[config.mk]
export PLATFORM = sky130hd
export DESIGN_NAME = frame_tx_arbiter
export DESIGN_NICKNAME = d
export VERILOG_FILES = /design/src/rtl/frame_pkg.sv /design/src/rtl/frame_serializer.sv /design/src/rtl/frame_tx_arbiter.sv
export SDC_FILE = /design/constraint.sdc
export NUM_CORES = 1
export LEC_CHECK = 0
export ABC_AREA = 1
export CAP_MARGIN = 10
export CORE_ASPECT_RATIO = 0.8
export CORE_MARGIN = 3
export CORE_UTILIZATION = 40
export DETAILED_ROUTE_END_ITERATION = 8
export GPL_TIMING_DRIVEN = 0
export PLACE_DENSITY = 0.69
export SKIP_CTS_REPAIR_TIMING = 1
export SYNTH_ARGS = -nofsm -noshare
export SYNTH_HDL_FRONTEND = slang
export SYNTH_HIERARCHICAL = 1
export SYNTH_SLANG_ARGS = --single-unit
export TNS_END_PERCENT = 5
[constraint.sdc]
create_clock -name clk -period 12.2 [get_ports clk]
set_input_delay 2.44 -clock clk [delete_from_list [all_inputs] [get_ports clk]]
set_output_delay 2.44 -clock clk [all_outputs]
set_load 0.02 [all_outputs]
[src/rtl/frame_pkg.sv]
// Frame constants and state encoding shared by the UART frame transmitter and the
// receive-side parser.
package frame_pkg;

    localparam logic [7:0] HEADER = 8'h52;
    localparam logic [7:0] LENGTH = 8'h0D;
    localparam logic [7:0] TAIL   = 8'h9A;

    localparam int PAYLOAD_BYTES = 8;
    localparam int FRAME_BYTES   = 13;

    typedef enum logic [2:0] {
        ST_IDLE,
        ST_HDR,
        ST_LEN,
        ST_CMD,
        ST_DATA,
        ST_CHK,
        ST_TAIL
    } frame_state_t;

endpackage

[src/rtl/frame_serializer.sv]
// Byte serializer for one 13-byte frame: walks HDR..TAIL on valid/ready handshakes
// and accumulates the running sum used to build the check byte.
module frame_serializer
    import frame_pkg::*;
(
    input  logic        clk,
    input  logic        rst,
    input  logic        start,
    input  logic [7:0]  cmd,
    input  logic [63:0] data,
    output logic [7:0]  tx_data,
    output logic        tx_valid,
    input  logic        tx_ready,
    output logic        busy,
    output logic        frame_end
);

    localparam logic [2:0] LAST_IDX = 3'(PAYLOAD_BYTES - 1);

    frame_state_t state, state_next;
    logic [7:0]   sum, sum_next;
    logic [7:0]   tx_data_next;
    logic [2:0]   cnt, cnt_next;
    logic         xfer;

    function automatic logic [7:0] payload_byte(input logic [63:0] d, input logic [2:0] k);
        int lsb;
        lsb = 8 * (PAYLOAD_BYTES - 1 - int'(k));
        return d[lsb +: 8];
    endfunction

    // Check byte makes the 8-bit sum of the whole frame, tail included, equal 0xFF.
    function automatic logic [7:0] check_byte(input logic [7:0] s);
        return 8'hFF - (s + TAIL);
    endfunction

    assign tx_valid = (state != ST_IDLE);
    assign busy     = tx_valid;
    assign xfer     = tx_valid && tx_ready;

    always_ff @(posedge clk) begin
        if (rst) begin
            state   <= ST_IDLE;
            tx_data <= 8'h00;
            sum     <= 8'h00;
            cnt     <= 3'd0;
        end else begin
            state   <= state_next;
            tx_data <= tx_data_next;
            sum     <= sum_next;
            cnt     <= cnt_next;
        end
    end

    always_comb begin
        state_next   = state;
        tx_data_next = tx_data;
        sum_next     = sum;
        cnt_next     = cnt;
        frame_end    = 1'b0;
        if (xfer) begin
            sum_next = sum + tx_data;
        end
        case (state)
            ST_IDLE: begin
                if (start) begin
                    state_next   = ST_HDR;
                    tx_data_next = HEADER;
                    sum_next     = 8'h00;
                end
            end
            ST_HDR: begin
                if (xfer) begin
                    state_next   = ST_LEN;
                    tx_data_next = LENGTH;
                end
            end
            ST_LEN: begin
                if (xfer) begin
                    state_next   = ST_CMD;
                    tx_data_next = cmd;
                end
            end
            ST_CMD: begin
                if (xfer) begin
                    state_next   = ST_DATA;
                    cnt_next     = 3'd0;
                    tx_data_next = payload_byte(data, 3'd0);
                end
            end
            ST_DATA: begin
                if (xfer) begin
                    cnt_next = cnt + 3'd1;
                    if (cnt == LAST_IDX) begin
                        state_next   = ST_CHK;
                        tx_data_next = check_byte(sum_next);
                    end else begin
                        tx_data_next = payload_byte(data, cnt + 3'd1);
                    end
                end
            end
            ST_CHK: begin
                if (xfer) begin
                    state_next   = ST_TAIL;
                    tx_data_next = TAIL;
                end
            end
            ST_TAIL: begin
                if (xfer) begin
                    state_next = ST_IDLE;
                    frame_end  = 1'b1;
                end
            end
            default: begin
                state_next = ST_IDLE;
            end
        endcase
    end

endmodule

[src/rtl/frame_tx_arbiter.sv]
// Two-requester arbiter in front of the frame serializer; round-robin on ties, or
// REQ0 fixed priority when FRAME_ARB_FIXED_PRIO_EN is defined.
module frame_tx_arbiter
    import frame_pkg::*;
(
    input  logic        clk,
    input  logic        rst,
    input  logic [1:0]  req,
    input  logic [7:0]  cmd0,
    input  logic [63:0] data0,
    input  logic [7:0]  cmd1,
    input  logic [63:0] data1,
    output logic [1:0]  gnt,
    output logic [7:0]  tx_data,
    output logic        tx_valid,
    input  logic        tx_ready,
    output logic        busy,
    output logic        done,
    output logic        done_id
);

    logic        last;
    logic        winner;
    logic        start;
    logic        frame_end;
    logic [7:0]  cmd_lat;
    logic [63:0] data_lat;

    always_comb begin
        winner = 1'b0;
`ifdef FRAME_ARB_FIXED_PRIO_EN
        winner = ~req[0];
`else
        if (req == 2'b11) begin
            winner = ~last;
        end else begin
            winner = req[1];
        end
`endif
    end

    // Requests are only looked at while the serializer is idle.
    assign start = !busy && (req != 2'b00);

    always_ff @(posedge clk) begin
        if (rst) begin
            gnt     <= 2'b00;
            last    <= 1'b1;
            done    <= 1'b0;
            done_id <= 1'b0;
        end else begin
            gnt  <= 2'b00;
            done <= frame_end;
            if (start) begin
                gnt  <= winner ? 2'b10 : 2'b01;
                last <= winner;
            end
            if (frame_end) begin
                done_id <= last;
            end
        end
    end

    always_ff @(posedge clk) begin
        if (start) begin
            cmd_lat  <= winner ? cmd1 : cmd0;
            data_lat <= winner ? data1 : data0;
        end
    end

    frame_serializer u_serializer (
        .clk       (clk),
        .rst       (rst),
        .start     (start),
        .cmd       (cmd_lat),
        .data      (data_lat),
        .tx_data   (tx_data),
        .tx_valid  (tx_valid),
        .tx_ready  (tx_ready),
        .busy      (busy),
        .frame_end (frame_end)
    );

endmodule

==> results.ini, run 1 <==
[final_layout]
fill_cells = 1272
syn_to_final_growth_pct = 39.38
stdcell_area_sq_um = 7874
regArea_sq_um = 2703
final_layout_size_suffix_gt1_frac = 0.07830
multi_input_area_sq_um = 2559
diodes = 0
fin_nets = 1049

[floorplanning]
core_sq_um = 13690
start_util = 0.4126
die_w_um = 138.9
die_h_um = 112.3
io_pins = 163
num_rows = 38
dieArea_sq_um = 15590

[place]
place.gp.congestion = 0.8646
place_area_sq_um = 7543
port_buffers = 162
dpl.hpwl_um = 12780
post-place-ws_ns = 7.571

[timing]
worst_slack_ns = 7.925
setup_violations = 0
final.period_utilization = 0.3504
tightest_slew_ns = 0.6434
layout_min_cycle_time_ns = 4.275
rsz0062_at_grt = no
fin_skew_ns = 0.008802
slew_headroom = 0.5711
hold_violations = 0
slew_violations = 0
tns_ns = 0
fmax_ghz = 0.2339

[synth]
synth-edff-count = 72
synth_top_area_share = 0.3827
ys_ff_latch = 99
synth.avg_cell_area_sq_um = 7.912
ys_types = 50
yosys_warnings = 6
yosys-top-cells-area = edfxtp_1 (38%), nand2_1 (22%), dfxtp_1 (9.6%)
syn_inst = 714
synth_area_leader_cell = edfxtp_1
ys.flop_type = edfxtp_1
seq_area_frac_synth = 0.4784
synth_nets = 874
synth_area_sq_um = 5649
ys_async_sr_fraction = 0

[route]
avgViaCountPerCell = 4.946
drtIter0Drc = 395
via_count = 5312
ant_nets = 0
drt_wl_total_um = 16380
first_pass_iters = 7
drcViolationCount = 0
avgRoutedWirePerCell_um = 15.25

[global_route]
grt_max_degree = 36
grt_pass1_vias = 5038
grt_pass1_wl_um = 25720
gr-usage-all-layers = 0.2063
antenna_found_initial = 0
grt_overflow = 0

[pwr]
ir_drop_mv = 0.1018
power.density_nw_per_um2 = 186.7
power_leakage_uw = 0.003437

[clock_network]
clkTransAtPathRegs_ns = 0.07
cts-buffers-inserted = 9
htree_num_levels = 3
ctsRootBufferMaster = clkbuf_16
insertion_delay_ns = 0.34
clk_path_buf_depth = 2
cts.sinks = 99
cts_tree = yes

[worst_setup_path]
worst_setup_path_start_kind = primary input
cp_max_fo = 9
worst_ep_required_time_ns = 12.41
critical_path_class = primary input to register
endpoint_kind = register
arrival_ns = 4.48

[hold_path]
worstHoldPathType = register to register

[status]
status = finished clean

[run]
cap_violations = 0

-- routing by layer --
metal / vias up / wire [um] / track usage
li1: 2703 / - / -
met2: 208 / 7390 / 0.3213
met5: - / 0 / 0
met4: 0 / 141 / 0.03911
met3: 12 / 1230 / 0.05409
met1: 2389 / 7619 / 0.2949
-- layout by cell type, fill, tap and decap left out, drive strengths merged, types with 10 or more instances in the layout --
cell / Yosys / routed
nand2: 336 / 336
clkdlybuf4s50: 0 / 162
edfxtp: 72 / 72
nand3: 49 / 49
inv: 42 / 46
nor2: 39 / 39
a21oi: 37 / 37
dfxtp: 27 / 27
o21ai: 26 / 26
buf: 21 / 23
clkbuf: 11 / 20
ha: 10 / 10
-- Yosys cell counts (all sizes together) (2+ instances only) --
master,instances
ha,10
nand4,3
o21ai,26
clkbuf,11
a211oi,4
inv,42
edfxtp,72
a221o,5
a22oi,4
dfxtp,27
nand3,49
a31oi,3
xnor2,2
buf,21
nor2,39
clkinv,2
or2,5
nand2,336
a21oi,37
nor3,3
o211ai,2
-- sequential cells by signal (all words and copies together), names as in the netlist --
signal	cells
u_serializer/tx_data	8
u_serializer/cnt	3
last	1
u_serializer/sum	8
u_serializer/state	3
done	1
data_lat	64
done_id	1
gnt	2
cmd_lat	8
-- through the flow --
| step | util | cells | total power [uW] | hold slack [ns] |
|---|---|---|---|---|
| final | 0.5750 | 1074 | 1470 | 0.4710 |
| after CTS | 0.5750 | 1074 | 1474 | 0.4719 |
| after global routing | 0.5750 | 1074 | 1557 | 0.4973 |
| after floorplan | - | 714 | 942.0 | 0.4431 |
| after detailed placement | 0.5509 | 1058 | 1157 | 0.4617 |
| after global placement | 0.5474 | 1056 | 1146 | 0.4601 |
-- final timing paths --
path                        endpoint                 from  slack [ns]  depth (start not counted)
min              u_serializer/cnt[2]  u_serializer/cnt[2]        0.47                          2
min reg2reg      u_serializer/cnt[2]  u_serializer/cnt[2]        0.47                          2
max          u_serializer/tx_data[5]             tx_ready        7.92                         15
max reg2reg  u_serializer/tx_data[4]  u_serializer/cnt[0]        9.63                         10
-- power breakdown --
part	internal [uW]	leakage, uW	switching (uW)
logic	235	0.00236	361
registers	501	0.000916	59.1
clock network	184	0.000164	131
-- cells by family (layout without fill, tap and decap cells) --
logic type / count (synthesis) / count (layout) / share of synthesized area
buffers and inverters: 76 / 256 / 0.06999
adders and majority gates: 11 / 11 / 0.02569
muxes: 1 / 1 / 0.001772
AOI/OAI and AO/OA: 88 / 88 / 0.09657
xor gates and xnor gates: 2 / 2 / 0.003101
DFF: 99 / 99 / 0.4784
and+or+nand+nor: 437 / 437 / 0.3245
-- cell type report --
type	count	share of cell area
sequential	99	0.3432
multi-input combinational	539	0.3250
timing repair buffer	164	0.2110
clock buffer	9	0.02860
tap	180	0.02860
buffer	32	0.02829
inverter	44	0.02193
clock inverter	7	0.01335
-- critical path, stage by stage --
cell,delay [ns]
clkdlybuf4s50_1,0.72
nand2_8,0.13
nand2_1,0.12
nand2_2,0.10
ha_1,0.20
inv_1,0.09
nand3_1,0.10
nor2_1,0.12
nor2_2,0.05
nor2_1,0.07
o21ai_1,0.08
nand3_1,0.08
nand2_1,0.06
nand2_1,0.07
a21oi_2,0.05
Power figures use the tool's default switching activity.
==> run 2, diff against run 1 <==
clock period = 4.5 ns   (was 12.2 ns; I/O delays follow)
==> results.ini, run 2 (synthesized netlist as in run 1, its figures left out) <==
[global_route]
grt_overflow = 0  ; unchanged
grt_pass1_vias = 5083  ; +0.89%
gr-usage-all-layers = 0.2100  ; +0.003669
grt_max_degree = 37  ; +2.8%
grt_pass1_wl_um = 26100  ; +1.5%
antenna_found_initial = 0  ; unchanged

[clock_network]
cts.sinks = 99  ; unchanged
ctsRootBufferMaster = clkbuf_16
clk_path_buf_depth = 2  ; unchanged
htree_num_levels = 3  ; unchanged
cts_tree = yes
clkTransAtPathRegs_ns = 0.07  ; about the same
cts-buffers-inserted = 9  ; unchanged
insertion_delay_ns = 0.35  ; about the same

[route]
wl_met1_um = 7543  ; -1.0%
drt_wl_total_um = 16100  ; -1.7%
met3_length_um = 1402  ; +14%
routed.top_layer = met4
avgRoutedWirePerCell_um = 14.99  ; -1.7%
first_pass_iters = 5  ; -2
ant_nets = 0  ; unchanged
via_count = 5304  ; -0.15%
drcViolationCount = 0  ; unchanged
avgViaCountPerCell = 4.939  ; -0.15%
drtIter0Drc = 463  ; +17%
wl_met2_um = 7018  ; -5.0%

[timing]
final.period_utilization = 0.6311
slew_violations = 0  ; unchanged
hold_violations = 0  ; unchanged
fmax_ghz = 0.3521
layout_min_cycle_time_ns = 2.840
tightest_slew_ns = 0.5897  ; -0.05376 ns
setup_violations = 0  ; unchanged
rsz0062_at_grt = no
fin_skew_ns = 0.005986  ; -0.002816 ns
timing.hold.ws_ns = 0.4872  ; +0.01616 ns
slew_headroom = 0.6069  ; +0.03584

[pwr]
power.density_nw_per_um2 = 493.8  ; +160%
power.net_switching_uw = 1483  ; +170%
power_leakage_uw = 0.003418  ; -0.54%
ir_drop_mv = 0.2351  ; +130%
swShare = 0.3833  ; +0.008583
clkPwrFrac = 0.189  ; -0.025
pwr-share-comb = 0.420  ; +0.015
internal-power_uw = 2385  ; +160%
finalPower_uw = 3867  ; +160%
pwr-share-seq = 0.391  ; +0.010

[final_layout]
fin_nets = 1049  ; unchanged
final_layout_size_suffix_gt1_frac = 0.07830  ; unchanged
fill_cells = 1264  ; -0.63%
layout_common_cells = nand2_1 (327), clkdlybuf4s50_1 (162), edfxtp_1 (72)
syn_to_final_growth_pct = 38.65
top_register = data_lat
diodes = 0  ; unchanged
final_common_cell = nand2_1
largest_reg_flops = 64  ; unchanged

[floorplanning]
num_rows = 38  ; unchanged
io_pins = 163  ; unchanged
start_util = 0.4126  ; unchanged
core_sq_um = 13690  ; unchanged
die_h_um = 112.3  ; unchanged
die_w_um = 138.9  ; unchanged
dieArea_sq_um = 15590  ; unchanged

[worst_setup_path]
worst_ep_required_time_ns = 4.73  ; -7.68 ns
worst_setup_path_start_kind = primary input
endpoint_kind = register
cp_max_fo = 25  ; +16
critical_path_class = primary input to register
arrival_ns = 3.07  ; -1.41 ns

[place]
dpl.hpwl_um = 12780  ; about the same
place.gp.congestion = 0.8635  ; -0.13%
port_buffers = 162  ; unchanged

[run]
cap_violations = 0  ; unchanged

[status]
status = finished clean

[hold_path]
worstHoldPathType = register to register

==> run 2: cell types whose count changed in the layout (fill, tap and decap cells not counted), sizes merged <==
cell / delta
bufinv: -2
clkinv: +2
==> run 2: final cells by class <==
class                   count  area [sq um]  area share
clock inverters             7         56.30    0.007189
clock buffers               9         225.2     0.02875
plain buffers              32         222.7     0.02843
repair buffers            164          1669      0.2131
flip-flops and latches     99          2703      0.3450
well taps                 180         225.2     0.02875
inverters                  44         172.7     0.02204
multi-input cells         539          2559      0.3267
==> run 2: metal layers <==
layer / up-vias / GRT usage
met5: - / 0
met4: 0 / 0.04302
met3: 13 / 0.05835
met2: 217 / 0.3219
met1: 2364 / 0.3011
li1: 2710 / -
==> run 2: worst max-delay path: stages <==
cell,delay [ns]
clkdlybuf4s50_1,0.50
nor2_1,0.08
nor2_4,0.40
buf_16,0.24
o21ai_0,0.10
inv_1,0.07
and2_1,0.10
buf_2,0.20
inv_2,0.11
a2111oi_2,0.26
a21oi_2,0.08
==> run 2: final timing paths <==
kind,startpoint,to,slack [ns],cells past startpoint
worst min-delay path,u_serializer/cnt[1],u_serializer/cnt[1],0.49,2
worst min register to register,u_serializer/cnt[1],u_serializer/cnt[1],0.49,2
worst max register to register,u_serializer/tx_data[0],u_serializer/tx_data[5],1.94,15
worst max-delay path,req[1],u_serializer/tx_data[6],1.66,11
==> run 2: power by group through the flow <==
stage	Sequential, uW	Combinational (uW)	Clock [uW]
after global routing	1540	1800	783
after floorplan	1520	1020	0
final	1510	1630	731
after detailed placement	1530	1610	0
after global placement	1550	1540	0
after CTS	1510	1620	746
==> run 2: per-stage QoR <==
| stage | setup slack (ns) | setup TNS [ns] | cell area [sq um] | instances | utilization |
|---|---|---|---|---|---|
| global route | 1.467 | 0 | 7833 | 1074 | 0.5720 |
| CTS | 1.661 | 0 | 7833 | 1074 | 0.5720 |
| global placement | -0.9964 | -17.86 | 7498 | 1056 | 0.5476 |
| finish | 1.660 | 0 | 7833 | 1074 | 0.5720 |
| floorplan | 0.4455 | 0 | 5652 | 714 | - |
| detailed placement | 1.299 | 0 | 7551 | 1058 | 0.5514 |
==> run 3, diff against run 2 <==
PLACE_DENSITY = 0.72   (was 0.69)
clock period = 2.6 ns   (was 4.5 ns; I/O delays follow)
==> results.ini, run 3 (synthesized netlist as in run 1, its figures left out) <==
[place]
port_buffers = 162  ; unchanged
dpl.hpwl_um = 12630  ; -1.2%
place_area_sq_um = 7575  ; +0.31%
place.gp.congestion = 0.8556  ; -0.91%

[run]
cap_violations = 0  ; unchanged

[global_route]
gr-usage-all-layers = 0.2025  ; -0.007478
grt_overflow = 0  ; unchanged
grt_pass1_wl_um = 25240  ; -3.3%
grt_max_degree = 35  ; -5.4%
grt_pass1_vias = 4978  ; -2.1%
antenna_found_initial = 0  ; unchanged

[clock_network]
cts.sinks = 99  ; unchanged
ctsRootBufferMaster = clkbuf_16
clk_path_buf_depth = 2  ; unchanged
cts_tree = yes
insertion_delay_ns = 0.34  ; about the same
clkTransAtPathRegs_ns = 0.07  ; about the same
cts-buffers-inserted = 9  ; unchanged
htree_num_levels = 3  ; unchanged

[floorplanning]
start_util = 0.4126  ; unchanged
core_sq_um = 13690  ; unchanged
dieArea_sq_um = 15590  ; unchanged
die_h_um = 112.3  ; unchanged
io_pins = 163  ; unchanged
num_rows = 38  ; unchanged
die_w_um = 138.9  ; unchanged

[timing]
tns_ns = 0  ; unchanged
slew_headroom = 0.6077  ; +0.0008430
fin_skew_ns = 0.008833  ; +0.002847 ns
tightest_slew_ns = 0.5884  ; -0.001264 ns
hold_violations = 0  ; unchanged
setup_violations = 0  ; unchanged
rsz0062_at_grt = no
fmax_ghz = 0.4103
slew_violations = 0  ; unchanged
final.period_utilization = 0.9375
layout_min_cycle_time_ns = 2.437

[route]
routed.top_layer = met4
drt_wl_total_um = 15940  ; -1.0%
via_count = 5308  ; +0.075%
avgViaCountPerCell = 4.947  ; +0.17%
first_pass_iters = 5  ; unchanged
met3_length_um = 1204  ; -14%
drcViolationCount = 0  ; unchanged
wl_met2_um = 6958  ; -0.85%
avgRoutedWirePerCell_um = 14.85  ; -0.94%
wl_met1_um = 7617  ; +0.98%
drtIter0Drc = 384  ; -17%
ant_nets = 0  ; unchanged

[final_layout]
syn_to_final_growth_pct = 39.42
layout_common_cells = nand2_1 (327), clkdlybuf4s50_1 (162), edfxtp_1 (72)
fin_nets = 1048  ; -0.095%
fill_cells = 1240  ; -1.9%
diodes = 0  ; unchanged
top_register = data_lat
final_layout_size_suffix_gt1_frac = 0.08623  ; +0.007926
regArea_sq_um = 2705  ; about the same
stdcell_area_sq_um = 7876  ; +0.56%
largest_reg_flops = 64  ; unchanged
final_common_cell = nand2_1
multi_input_area_sq_um = 2591  ; +1.3%

[hold_path]
hold_path_depth = 2  ; unchanged
worstHoldPathType = register to register
hold_start = u_serializer/cnt[1]

[status]
status = finished clean

[pwr]
power_leakage_uw = 0.003418  ; about the same
ir_drop_mv = 0.4167  ; +77%
power.density_nw_per_um2 = 861.3  ; +74%
finalPower_uw = 6784  ; +75%

[worst_setup_path]
endpoint_kind = register
critical_path_class = register to register
arrival_ns = 2.72  ; -0.35 ns
worst_ep_required_time_ns = 2.88  ; -1.85 ns
rr_worst_depth = 15  ; unchanged
cp_max_fo = 3  ; -88%
worst_setup_path_start_kind = register
reg2reg_from = u_serializer/tx_data[0]
startpoint = u_serializer/tx_data[0]

run 3: cell types whose count changed in the layout (fill, tap and decap cells not counted), sizes merged:
| cell | before | now |
|---|---|---|
| clkinv | 5 | 3 |
| clkbuf | 20 | 19 |
| clkinvlp | 0 | 2 |
run 3: final timing paths:
path,endpoint,slack [ns]
hold / removal,u_serializer/cnt[1],0.48
setup reg to reg,u_serializer/tx_data[5],0.16
setup / recovery,u_serializer/tx_data[5],0.16
hold reg to reg,u_serializer/cnt[1],0.48
run 3: cell type report:
class                   instances  area share
inverters                      44     0.02224
well taps                     180     0.02859
multi-input cells             539      0.3290
repair buffers                164      0.2110
flip-flops and latches         99      0.3434
clock inverters                 7    0.008419
plain buffers                  31     0.02875
clock buffers                   9     0.02859
run 3: stage by stage:
step | hold WS (ns) | setup WS [ns] | cells | util
floorplan | 0.4431 | -0.09330 | 714 | -
global placement | 0.4559 | -1.070 | 1056 | 0.5503
detailed placement | 0.4680 | -0.1136 | 1058 | 0.5532
CTS | 0.4795 | 0.04470 | 1074 | 0.5745
global route | 0.5087 | 0.0002289 | 1073 | 0.5752
finish | 0.4782 | 0.1626 | 1073 | 0.5752
run 3: power breakdown:
part	internal (uW)	switching, uW
logic	1150	1700
registers	2350	277
clock network	674	625
total	4180	2600
run 3: metal layers:
layer  up-vias  global-route usage
met4         0             0.05020
li1       2704                   -
met5         -                   0
met1      2375              0.2940
met2       219              0.3051
met3        10             0.05196
run 3: critical path, cell delays in order (launching register included):
cell and delay [ns]:
dfxtp_1 0.35, ha_1 0.26, fa_2 0.40, xnor2_2 0.16, o21ai_2 0.19, ha_2 0.21
inv_1 0.06, nand3_1 0.10, nor2_1 0.06, nor2_2 0.10, nor2_1 0.05, o21ai_1 0.12
nand3_1 0.10, nand2_1 0.07, nand2_1 0.06, a21oi_2 0.10
